File: config.mk
export PLATFORM = sky130hd
export DESIGN_NAME = bus_rr_arbiter_flat
export DESIGN_NICKNAME = d
export VERILOG_FILES = /design/src/rtl/bus_rr_arbiter_if.sv /design/src/rtl/bus_rr_arbiter.sv /design/src/flat_wrapper.sv
export SDC_FILE = /design/constraint.sdc
export NUM_CORES = 1
export LEC_CHECK = 0
export CORE_UTILIZATION = 55
export DETAILED_ROUTE_END_ITERATION = 7
export DONT_BUFFER_PORTS = 1
export PLACE_DENSITY = 0.73
export SYNTH_ARGS = -nofsm -noshare
export SYNTH_HDL_FRONTEND = slang
export SYNTH_SLANG_ARGS = --single-unit
File: constraint.sdc
create_clock -name clk -period 2.95 [get_ports clk]
set_input_delay 0.885 -clock clk [delete_from_list [all_inputs] [get_ports clk]]
set_output_delay 0.885 -clock clk [all_outputs]
set_load 0.005 [all_outputs]
File: src/rtl/bus_rr_arbiter_if.sv
// Bundle of per-agent FIFO handshake and data lanes seen by bus_rr_arbiter.
// The master modport is the arbiter side; the slave modport is the FIFO side.
interface bus_rr_arbiter_if #(
    parameter int drvrs   = 4,
    parameter int pckg_sz = 16
);
    logic [drvrs-1:0]              pndng;
    logic [drvrs-1:0][pckg_sz-1:0] D_pop;
    logic [drvrs-1:0]              pop;
    logic [drvrs-1:0]              push;
    logic [drvrs-1:0][pckg_sz-1:0] D_push;

    modport master (
        input  pndng,
        input  D_pop,
        output pop,
        output push,
        output D_push
    );

    modport slave (
        output pndng,
        output D_pop,
        input  pop,
        input  push,
        input  D_push
    );
endinterface

File: src/rtl/bus_rr_arbiter.sv
// Round-robin shared-bus arbiter: pops one packet per 3 clocks from a pending agent and
// pushes it to its destination(s). Define BUS_BCAST_SELF_EN to include the source in broadcasts.
module bus_rr_arbiter #(
    parameter int         drvrs     = 4,
    parameter int         pckg_sz   = 16,
    parameter logic [7:0] broadcast = 8'hFF
) (
    input  logic             clk,
    input  logic             reset,
    bus_rr_arbiter_if.master bus
);
    localparam int IDX_W = $clog2(drvrs);

    typedef enum logic [1:0] {
        IDLE  = 2'd0,
        READ  = 2'd1,
        WRITE = 2'd2
    } state_e;

    state_e               state_q, state_d;
    // The last-grant pointer doubles as the current grant while READ/WRITE are in flight.
    logic [IDX_W-1:0]     ptr_q, ptr_d;
    logic [drvrs-1:0]     pop_q, pop_d;
    logic [drvrs-1:0]     push_q, push_d;
    logic [pckg_sz-1:0]   pkt_q, pkt_d;

    logic                 found;
    logic [IDX_W-1:0]     sel;
    logic [7:0]           dest;

    // First pending agent strictly after the last grant, wrapping at drvrs.
    always_comb begin
        int idx;
        // NOTE: every combinational output gets a default first, so no path leaves it unassigned and no latch is inferred.
        found = 1'b0;
        sel   = '0;
        idx   = 0;
        for (int k = 1; k <= drvrs; k++) begin
            idx = int'(ptr_q) + k;
            if (idx >= drvrs) begin
                idx = idx - drvrs;
            end
            if (!found && bus.pndng[idx]) begin
                found = 1'b1;
                sel   = IDX_W'(idx);
            end
        end
    end

    always_comb begin
        state_d = state_q;
        ptr_d   = ptr_q;
        pop_d   = '0;
        push_d  = '0;
        pkt_d   = pkt_q;
        dest    = '0;

        case (state_q)
            IDLE: begin
                if (found) begin
                    ptr_d      = sel;
                    pop_d[sel] = 1'b1;
                    state_d    = READ;
                end
            end

            READ: begin
                // The grant is committed here regardless of pndng; the FWFT head word is taken as-is.
                pkt_d = bus.D_pop[ptr_q];
                dest  = pkt_d[pckg_sz-1 -: 8];
                if (int'(dest) < drvrs) begin
                    push_d[dest[IDX_W-1:0]] = 1'b1;
                end else if (dest == broadcast) begin
                    push_d = '1;
`ifdef BUS_BCAST_SELF_EN
`else
                    push_d[ptr_q] = 1'b0;
`endif
                end
                state_d = WRITE;
            end

            WRITE: begin
                state_d = IDLE;
            end

            default: begin
                state_d = IDLE;
            end
        endcase
    end

    // NOTE: state registers use non-blocking assignments so every flop samples pre-edge values.
    always_ff @(posedge clk or negedge reset) begin
        if (!reset) begin
            state_q <= IDLE;
            ptr_q   <= IDX_W'(drvrs - 1);
            pop_q   <= '0;
            push_q  <= '0;
            pkt_q   <= '0;
        end else begin
            state_q <= state_d;
            ptr_q   <= ptr_d;
            pop_q   <= pop_d;
            push_q  <= push_d;
            pkt_q   <= pkt_d;
        end
    end

    assign bus.pop    = pop_q;
    assign bus.push   = push_q;
    assign bus.D_push = {drvrs{pkt_q}};
endmodule

File: src/flat_wrapper.sv
// flat-port wrapper written by rule: the top's interface ports become plain ports
module bus_rr_arbiter_flat 
#(
    parameter int         drvrs     = 4,
    parameter int         pckg_sz   = 16,
    parameter logic [7:0] broadcast = 8'hFF
)
  (clk, reset, bus_pndng, bus_D_pop, bus_pop, bus_push, bus_D_push);
  bus_rr_arbiter_if #(.drvrs(drvrs), .pckg_sz(pckg_sz)) bus_i ();
  input  logic clk;
  input  logic reset;
  input wire logic [$bits(bus_i.pndng)-1:0] bus_pndng;
  input wire logic [$bits(bus_i.D_pop)-1:0] bus_D_pop;
  output wire logic [$bits(bus_i.pop)-1:0] bus_pop;
  output wire logic [$bits(bus_i.push)-1:0] bus_push;
  output wire logic [$bits(bus_i.D_push)-1:0] bus_D_push;
  assign bus_i.pndng = bus_pndng;
  assign bus_i.D_pop = bus_D_pop;
  assign bus_pop = bus_i.pop;
  assign bus_push = bus_i.push;
  assign bus_D_push = bus_i.D_push;
  bus_rr_arbiter #(.drvrs(drvrs), .pckg_sz(pckg_sz), .broadcast(broadcast)) u_core (.clk(clk), .reset(reset), .bus(bus_i));
endmodule
Word level (Yosys, flattened, before mapping)

Index checks and enable logic that the tools add are counted.

Register bits after elaboration: 28
Bits in latches: 0
Bits in writable memories: 0
Bits in read-only memories: 0
Input port bits: 70
Word-level logic and storage cells: 82
Memories: 0

$add $sub $neg: 8
Multiply operators: 0
Div/mod/pow operators: 0
Magnitude comparators: 15
Eq/ne operators: 3
Shifts and indexed selects: 0
Mux-type cells: 39
Bitwise logic cells: 1
Reduce and logical (&&, ||, !) cells: 11

Operators with widths:

| operator              | number |
|---|---|
| $ge 32x4->1 const B   | 4 |
| $lt 32x4->1 const B   | 4 |
| $mux 32               | 4 |
| $sub 32x4->32 const B | 4 |
| $bmux 16 s2           | 1 |
| $mux 4                | 5 |
| $mux 16               | 1 |
| $mux 1                | 15 |
| $mux 2                | 5 |
| $lt 2x3->1 const B    | 3 |
| $bmux 1 s2            | 4 |
| $eq 8x8->1 const B    | 1 |
| $lt 8x3->1 const B    | 1 |
| $add 2x2->3 const B   | 2 |
| $demux 1 s2           | 3 |
| $ge 2x1->1 const B    | 3 |
| $logic_and 1x1->1     | 6 |
| $add 2x3->4 const B   | 1 |
| $not 4->4             | 1 |
| $pmux 2 s2            | 1 |
| $add 2x1->3 const B   | 1 |
| $logic_not 1->1       | 3 |
| $eq 2x1->1 const B    | 1 |
| $logic_not 2->1       | 1 |
| 2 further kinds       | 2 |

Logic depth before layout (Yosys ltp)

Gate-level depths: netlist of the first run.

Depth after elaboration: 22
Mapped depth: 10
Mapped depth without buffers: 7

Worst setup path after synthesis of the first run

Ideal clock, no wire load.

Path kind: register -> register
Start: register u_core.ptr_q[0]
End: register u_core.pop_q[0] (netlist: u_core.bus.pop[0])
Data arrival time: 2.696 ns
Required time: 2.878 ns
Path slack: 0.182 ns
Cell stages (with the launch flop): 11
Path buffers: 3
Clock period less this slack: 2.768 ns
Cells stage by stage: dfstp_2 buf_6 buf_12 buf_2 inv_1 ha_1 mux4_2 nand2b_4 a2111oi_4 o21ai_0 nor2_1

Cells in the longest elaborated chain, start to end: 22
Elaborated cells on any way between the ends: 49

Ends and longest elaborated chain:

| element                                                        | RTL line                                   | RTL |
|---|---|---|
| from (decl)                                                    | bus_rr_arbiter.sv:22                       | `logic [IDX_W-1:0] ptr_q, ptr_d;` |
| from (signal assigned)                                         | bus_rr_arbiter.sv:97                       | `ptr_q <= IDX_W'(drvrs - 1);` |
| from (signal assigned)                                         | bus_rr_arbiter.sv:103                      | `ptr_q <= ptr_d;` |
| $add 2x1->3                                                    | bus_rr_arbiter.sv:39                       | `idx = int'(ptr_q) + k;` |
| $sub 32x4->32 or $ge 32x4->1 (tied branches)                   | bus_rr_arbiter.sv:41, bus_rr_arbiter.sv:40 |  |
| $mux 32                                                        | bus_rr_arbiter.sv:40                       | `if (idx >= drvrs) begin` |
| $bmux 1 s2                                                     | bus_rr_arbiter.sv:43                       | `if (!found && bus.pndng[idx]) begin` |
| $mux 1 (implied by the code) (2 in a row)                      | bus_rr_arbiter.sv:43                       |  |
| $mux 1                                                         | bus_rr_arbiter.sv:43                       |  |
| $logic_not 1->1                                                | bus_rr_arbiter.sv:43                       |  |
| $logic_and 1x1->1                                              | bus_rr_arbiter.sv:43                       |  |
| [6 not listed]                                                 | -                                          |  |
| $mux 2                                                         | bus_rr_arbiter.sv:43                       |  |
| $lt 2x3->1 (implied by the code) or $ge 2x1->1 (tied branches) | bus_rr_arbiter.sv:62                       | `pop_d[sel] = 1'b1;` |
| $logic_and 1x1->1 (implied by the code)                        | bus_rr_arbiter.sv:62                       |  |
| $mux 1 (implied by the code)                                   | bus_rr_arbiter.sv:62                       |  |
| $demux 1 s2                                                    | -                                          |  |
| $mux 4 *                                                       | bus_rr_arbiter.sv:60                       | `if (found) begin` |
| $mux 4 *                                                       | bus_rr_arbiter.sv:58                       | `case (state_q)` |
| via u_core.pop_d[0]                                            | bus_rr_arbiter.sv:23                       | `logic [drvrs-1:0] pop_q, pop_d;` |
| to (signal assigned)                                           | bus_rr_arbiter.sv:104                      | `pop_q <= pop_d;` |
| to (decl)                                                      | bus_rr_arbiter.sv:23                       |  |

Mark *: on every way through the listed nets, which the timed path passes. The rest lies on a longest branch. The select of a mux whose other input is x is not followed.
A chain may end at the register's enable or synchronous reset.

Worst setup path after layout of the first run

Same ends and word-level chain as after synthesis.

==> flow_metrics.py, run 1 <==
metrics = {
    "grt": {
        "first_global_vias": 1489,
        "grt_pass1_wl_mm": 7.13,
        "gr-usage-all-layers": 0.218,
        "grt_remaining_overflow": 0,
        "antenna_found_initial": 0,
        "grt_max_degree": 29,
    },
    "routing": {
        "drc": 0,
        "ant_nets": 0,
        "first_pass_iters": 4,
        "via_per_inst": 6.50,
        "post_drt_wl_per_cell_um": 21.1,
        "routed-via-count": 1417,
        "wirelength_mm": 4.60,
        "drt_iter0_drc": 67,
    },
    "synthesis": {
        "synth_area_leaders": "dfrtp_1 (29%), buf_4 (16%), mux4_2 (14%), nand2_1 (8.4%), mux4_1 (7.0%)",
        "synthArstFlopShare": 1.00,
        "synth_common_cells": "nand2_1 (50), buf_4 (49), dfrtp_1 (26)",
        "ys_types": 40,
        "syn_area_per_cell_um2": 10.3,
        "synth_top_area_frac": 0.290,
        "synth_top_area_cell": "dfrtp_1",
        "ys_seq_elements": 28,
        "ys_seq_area_frac": 0.313,
        "synth_nets": 292,
        "synthCells": 218,
        "synth_edf_count": 0,
        "synth_most_common_cell": "nand2_1",
        "yosys_warnings": 0,
        "synth_area_um2": 2250,
        "synth-main-ff-cell": "dfrtp_1",
    },
    "power": {
        "finalPower_mw": 2.45,
        "power.density_nw_per_um2": 1230,
        "p_leak_nw": 0.872,
        "irDropWorstVdd_uv": 595,
    },
    "cts": {
        "ctsHoldBuffers": 0,
        "numCtsBuffers": 3,
        "numClockSinks": 28,
        "clockRootBuffer": "clkbuf_8",
        "h-tree-depth": 1,
        "cts_tree": "yes",
        "clockBufferDepth": 2,
        "clock_latency_ns": 0.27,
        "clkTransAtPathRegs_ns": 0.09,
        "post_cts_buffers": 0,
        "ctsResizeCount": 0,
    },
    "sta": {
        "maxSlewViolCount": 0,
        "period_share": 0.880,
        "final-hold-violation-count": 0,
        "rsz0062_at_grt": "false",
        "slew_headroom": 0.655,
        "fmax_mhz": 385,
        "fin_tns_setup_ns": 0,
        "finalSetupViolations": 0,
        "fin_worst_skew_ns": 0.00177,
        "setup_slack_ns": 0.354,
        "worst_slew_pin_slew_ns": 0.518,
        "fin_crit_ns": 2.60,
    },
    "placement": {
        "dp_slack_ns": 0.370,
        "gp_congestion": 0.970,
        "portBuffers": 0,
        "dp_hpwl_mm": 3.55,
    },
    "floorplanning": {
        "fp.dieH_um": 65.9,
        "core_region_area_um2": 3800,
        "ioPinCount": 142,
        "dieArea_um2": 4340,
        "num_rows": 22,
        "initial_utilization": 0.591,
        "die_width_um": 65.9,
    },
    "critical_path": {
        "critPathSlowestCell": "dfstp_2",
        "critical_path.max_fanout": 13,
        "crit_chain": "inv_1, ha_1, mux4_2, nand2b_4, a2111oi_4, o21ai_0, nor2_1",
        "required_ns": 3.16,
        "critical_path.startpoint_type": "flip-flop",
        "cpPeakStageDelay_ns": 0.72,
        "end_kind": "flip-flop",
        "critPathArrivalTime_ns": 2.80,
        "critPathKind": "reg2reg",
    },
    "cells_and_area": {
        "num-nets-final": 245,
        "drive_gt1_frac": 0.212,
        "utilization": 0.523,
        "antenna_cells": 0,
        "area_growth_syn_to_layout_pct": -11.5,
        "fillers": 342,
    },
    "min_path": {
        "hp-class": "in2async",
    },
    "run_status": {
        "status": "completed",
    },
    "job": {
        "cap_violations": 0,
    },
}
-- power by group --
part           internal (mW)  switching [mW]  leakage, nW
Sequential             0.550           0.274        0.353
Combinational          0.589           0.742        0.484
Clock                  0.182           0.114       0.0357
-- logic make-up after synthesis --
| logic type | synth area share |
|---|---|
| compound gates | 0.0808 |
| xor+xnor | 0.00390 |
| fa+ha+maj | 0.0223 |
| buf+inv | 0.197 |
| flops | 0.313 |
| mux | 0.235 |
| simple gates | 0.149 |
-- flip-flops by register name, indices dropped and copies added, names as in the netlist --
name,flops
u_core.bus.pop,4
u_core.bus.push,4
u_core.pkt_q,16
u_core.ptr_q,2
u_core.state_q,2
-- per-stage QoR --
step                      hold slack (ns)  std cells  area [µm²]
after global placement              0.544        214        1920
final                               0.296        218        1990
after CTS                           0.281        218        1990
after floorplan                     0.510        218        2250
after detailed placement            0.543        214        1920
after global routing                0.272        218        1990
-- placed cells by master (no fill, tap or decap), drive strengths merged, types with 3 or more instances in the layout --
| cell | n |
|---|---|
| clkbuf | 3 |
| nand2b | 3 |
| inv | 6 |
| mux4 | 20 |
| nand2 | 50 |
| ha | 4 |
| buf | 4 |
| a21oi | 5 |
| or2 | 4 |
| mux2 | 3 |
| dfrtp | 26 |
| nor2 | 11 |
| o21ai | 7 |
-- metal layers --
metal / share of wire / track usage / vias up / wire length, µm
li1: - / - / 620 / -
met1: 0.39 / 0.268 / 691 / 1800
met2: 0.52 / 0.389 / 95 / 2370
met3: 0.078 / 0.0259 / 11 / 358
met4: 0.016 / 0.0761 / 0 / 74
met5: 0 / 0 / - / 0
-- critical path: cells and delay by family (launching register included) --
| kind | cells | cell delay, ns |
|---|---|---|
| and+or+nand+nor | 2 | 0.30 |
| AOI/OAI and AO/OA | 2 | 0.50 |
| adders and majority gates | 1 | 0.43 |
| buffers and inverters | 1 | 0.14 |
| muxes | 1 | 0.43 |
| DFF | 1 | 0.72 |
-- layout make-up --
cell class                 instances  area [µm²]  area share
timing repair buffer               4        30.0      0.0151
clock inverter                     1        30.0      0.0151
multi-input combinational        128        1100       0.554
inverter                           6        22.5      0.0113
tap                               48        60.1      0.0302
sequential                        28         703       0.354
clock buffer                       3        41.3      0.0208
-- worst paths after layout --
kind,from,end,slack (ns),cells past startpoint
min in group clk,u_core.state_q[1],u_core.state_q[0],0.58,2
hold reg to reg,u_core.state_q[1],u_core.state_q[0],0.58,2
max in group asynchronous,reset,u_core.ptr_q[0],2.48,0
setup / recovery,u_core.ptr_q[0],u_core.bus.pop[0],0.35,7
setup reg to reg,u_core.ptr_q[0],u_core.bus.pop[0],0.35,7
hold / removal,reset,u_core.bus.push[3],0.30,0
(Power assumes the default switching activity.)
==> inputs of run 2 (changes only) <==
--- a/config.mk
+++ b/config.mk
@@ -5,10 +5,11 @@
 export SDC_FILE = /design/constraint.sdc
 export NUM_CORES = 1
 export LEC_CHECK = 0
+export CORE_ASPECT_RATIO = 0.5
 export CORE_UTILIZATION = 55
 export DETAILED_ROUTE_END_ITERATION = 7
 export DONT_BUFFER_PORTS = 1
-export PLACE_DENSITY = 0.73
+export PLACE_DENSITY = 0.7
 export SYNTH_ARGS = -nofsm -noshare
 export SYNTH_HDL_FRONTEND = slang
 export SYNTH_SLANG_ARGS = --single-unit
==> constraint.sdc (replaced) <==
create_clock -name clk -period 2.6 [get_ports clk]
set_input_delay 0.78 -clock clk [delete_from_list [all_inputs] [get_ports clk]]
set_output_delay 0.78 -clock clk [all_outputs]
set_load 0.005 [all_outputs]
==> run 2 against run 1 <==
Compared with the run above: critical path depth shrank 1; flip-flop and latch count is the same; register-to-register slack lost 0.09 ns; maximum frequency grew 11%.
==> flow_metrics.py, run 2 (synthesis results as in run 1) <==
metrics = {
    "min_path": {
        "hp-class": "in2async",
    },
    "critical_path": {
        "rr_worst_depth": 6,
        "critical_path.startpoint_type": "flip-flop",
        "required_ns": 2.82,
        "reg2reg_from": "u_core.ptr_q[0]",
        "crit_chain": "buf_4, mux4_2, nor4_2, nand2_1, o32a_1, nor2_1",
        "critical_path.max_fanout": 9,
        "critPathArrivalTime_ns": 2.56,
        "path_buf_inv": 1,
        "worstSetupStartpoint": "u_core.ptr_q[0]",
        "r2r-end": "u_core.bus.push[1]",
        "rrSetupSlack_ns": 0.26,
        "crit_family": "flip-flops",
        "critPathKind": "reg2reg",
        "path_depth": 6,
        "end_kind": "flip-flop",
        "cpPeakStageDelay_ns": 0.62,
        "critPathSlowestCell": "dfstp_2",
        "crit_end": "u_core.bus.push[1]",
    },
    "sta": {
        "fin_tns_setup_ns": 0,
        "fin_worst_skew_ns": 0.00170,
        "setup_slack_ns": 0.263,
        "slew_headroom": 0.667,
        "rsz0062_at_grt": "false",
        "worst_slew_pin_slew_ns": 0.499,
        "fin_crit_ns": 2.34,
        "maxSlewViolCount": 0,
        "finalSetupViolations": 0,
        "period_share": 0.899,
        "final-hold-violation-count": 0,
        "fmax_mhz": 428,
    },
    "cells_and_area": {
        "fillers": 314,
        "antenna_cells": 0,
        "regMostFlops": "u_core.pkt_q",
        "drive_gt1_frac": 0.222,
        "area_growth_syn_to_layout_pct": -10.4,
        "finalInstanceArea_um2": 2010,
        "most-common-layout-cells": "nand2_1 (50), dfrtp_1 (26), mux4_2 (14)",
        "num-nets-final": 246,
        "seqCellArea_um2": 703,
        "multi_input_area_um2": 1110,
        "largest_reg_flops": 16,
        "final_common_cell": "nand2_1",
    },
    "placement": {
        "dp_slack_ns": 0.310,
        "dp_hpwl_mm": 3.39,
        "gp_congestion": 0.853,
        "place_area_um2": 1940,
        "portBuffers": 0,
    },
    "cts": {
        "clock_latency_ns": 0.28,
        "h-tree-depth": 1,
        "clkTransAtPathRegs_ns": 0.10,
        "numClockSinks": 28,
        "post_cts_buffers": 0,
        "ctsHoldBuffers": 0,
        "numCtsBuffers": 3,
        "cts_tree": "yes",
        "clockBufferDepth": 2,
        "clockRootBuffer": "clkbuf_8",
        "ctsResizeCount": 0,
    },
    "grt": {
        "first_global_vias": 1337,
        "grt_remaining_overflow": 0,
        "gr-usage-all-layers": 0.209,
        "grt_pass1_wl_mm": 6.65,
        "grt_max_degree": 29,
        "antenna_found_initial": 0,
    },
    "routing": {
        "first_pass_iters": 4,
        "drc": 0,
        "drt_iter0_drc": 83,
        "post_drt_wl_per_cell_um": 20.4,
        "routed-via-count": 1397,
        "via_per_inst": 6.29,
        "wirelength_mm": 4.54,
        "ant_nets": 0,
    },
    "job": {
        "cap_violations": 0,
    },
    "power": {
        "p_leak_nw": 0.877,
        "irDropWorstVdd_uv": 484,
        "power.density_nw_per_um2": 1390,
    },
    "floorplanning": {
        "die_width_um": 92.4,
        "ioPinCount": 142,
        "core_region_area_um2": 3660,
        "fp.dieH_um": 47.2,
        "dieArea_um2": 4360,
        "num_rows": 15,
        "initial_utilization": 0.614,
    },
    "run_status": {
        "status": "completed",
    },
}
==> run 2: cell types whose count changed in the layout (fill, tap and decap cells not counted) <==
cell,before,now
ha_4,0,1
buf_4,4,5
ha_1,4,3
==> run 2: worst min path at each step <==
stage | slack (ns) | depth (start not counted) | to
finish | 0.18 | 0 | u_core.bus.pop[2]
global route | 0.16 | 0 | u_core.bus.push[1]
CTS | 0.17 | 0 | u_core.pkt_q[4]
detailed placement | 0.49 | 0 | u_core.bus.pop[2]
global placement | 0.49 | 0 | u_core.bus.pop[1]
floorplan | 0.48 | 0 | u_core.bus.pop[0]
==> run 2: final cells by class <==
class,count,area share
well taps,51,0.0317
multi-input cells,128,0.553
inverters,6,0.0112
repair buffers,5,0.0187
flip-flops and latches,28,0.350
clock inverters,1,0.0149
clock buffers,3,0.0205
==> run 2: power breakdown <==
group / internal [mW] / switching [mW]
registers: 0.624 / 0.289
clock network: 0.207 / 0.145
logic: 0.698 / 0.829
==> run 2: layer usage <==
layer	track usage	part of all wire	vias to the layer above
met5	0	0	-
met4	0.0844	0.018	0
met3	0.0809	0.091	9
li1	-	-	621
met1	0.261	0.39	694
met2	0.339	0.50	73
==> run 2: stage by stage <==
stage	utilization	instances	hold slack [ns]	power, mW
finish	0.550	222	0.178	2.79
global route	0.550	222	0.159	3.03
CTS	0.550	222	0.173	2.81
detailed placement	0.530	218	0.486	2.45
global placement	0.530	218	0.486	2.42
floorplan	-	218	0.484	2.67
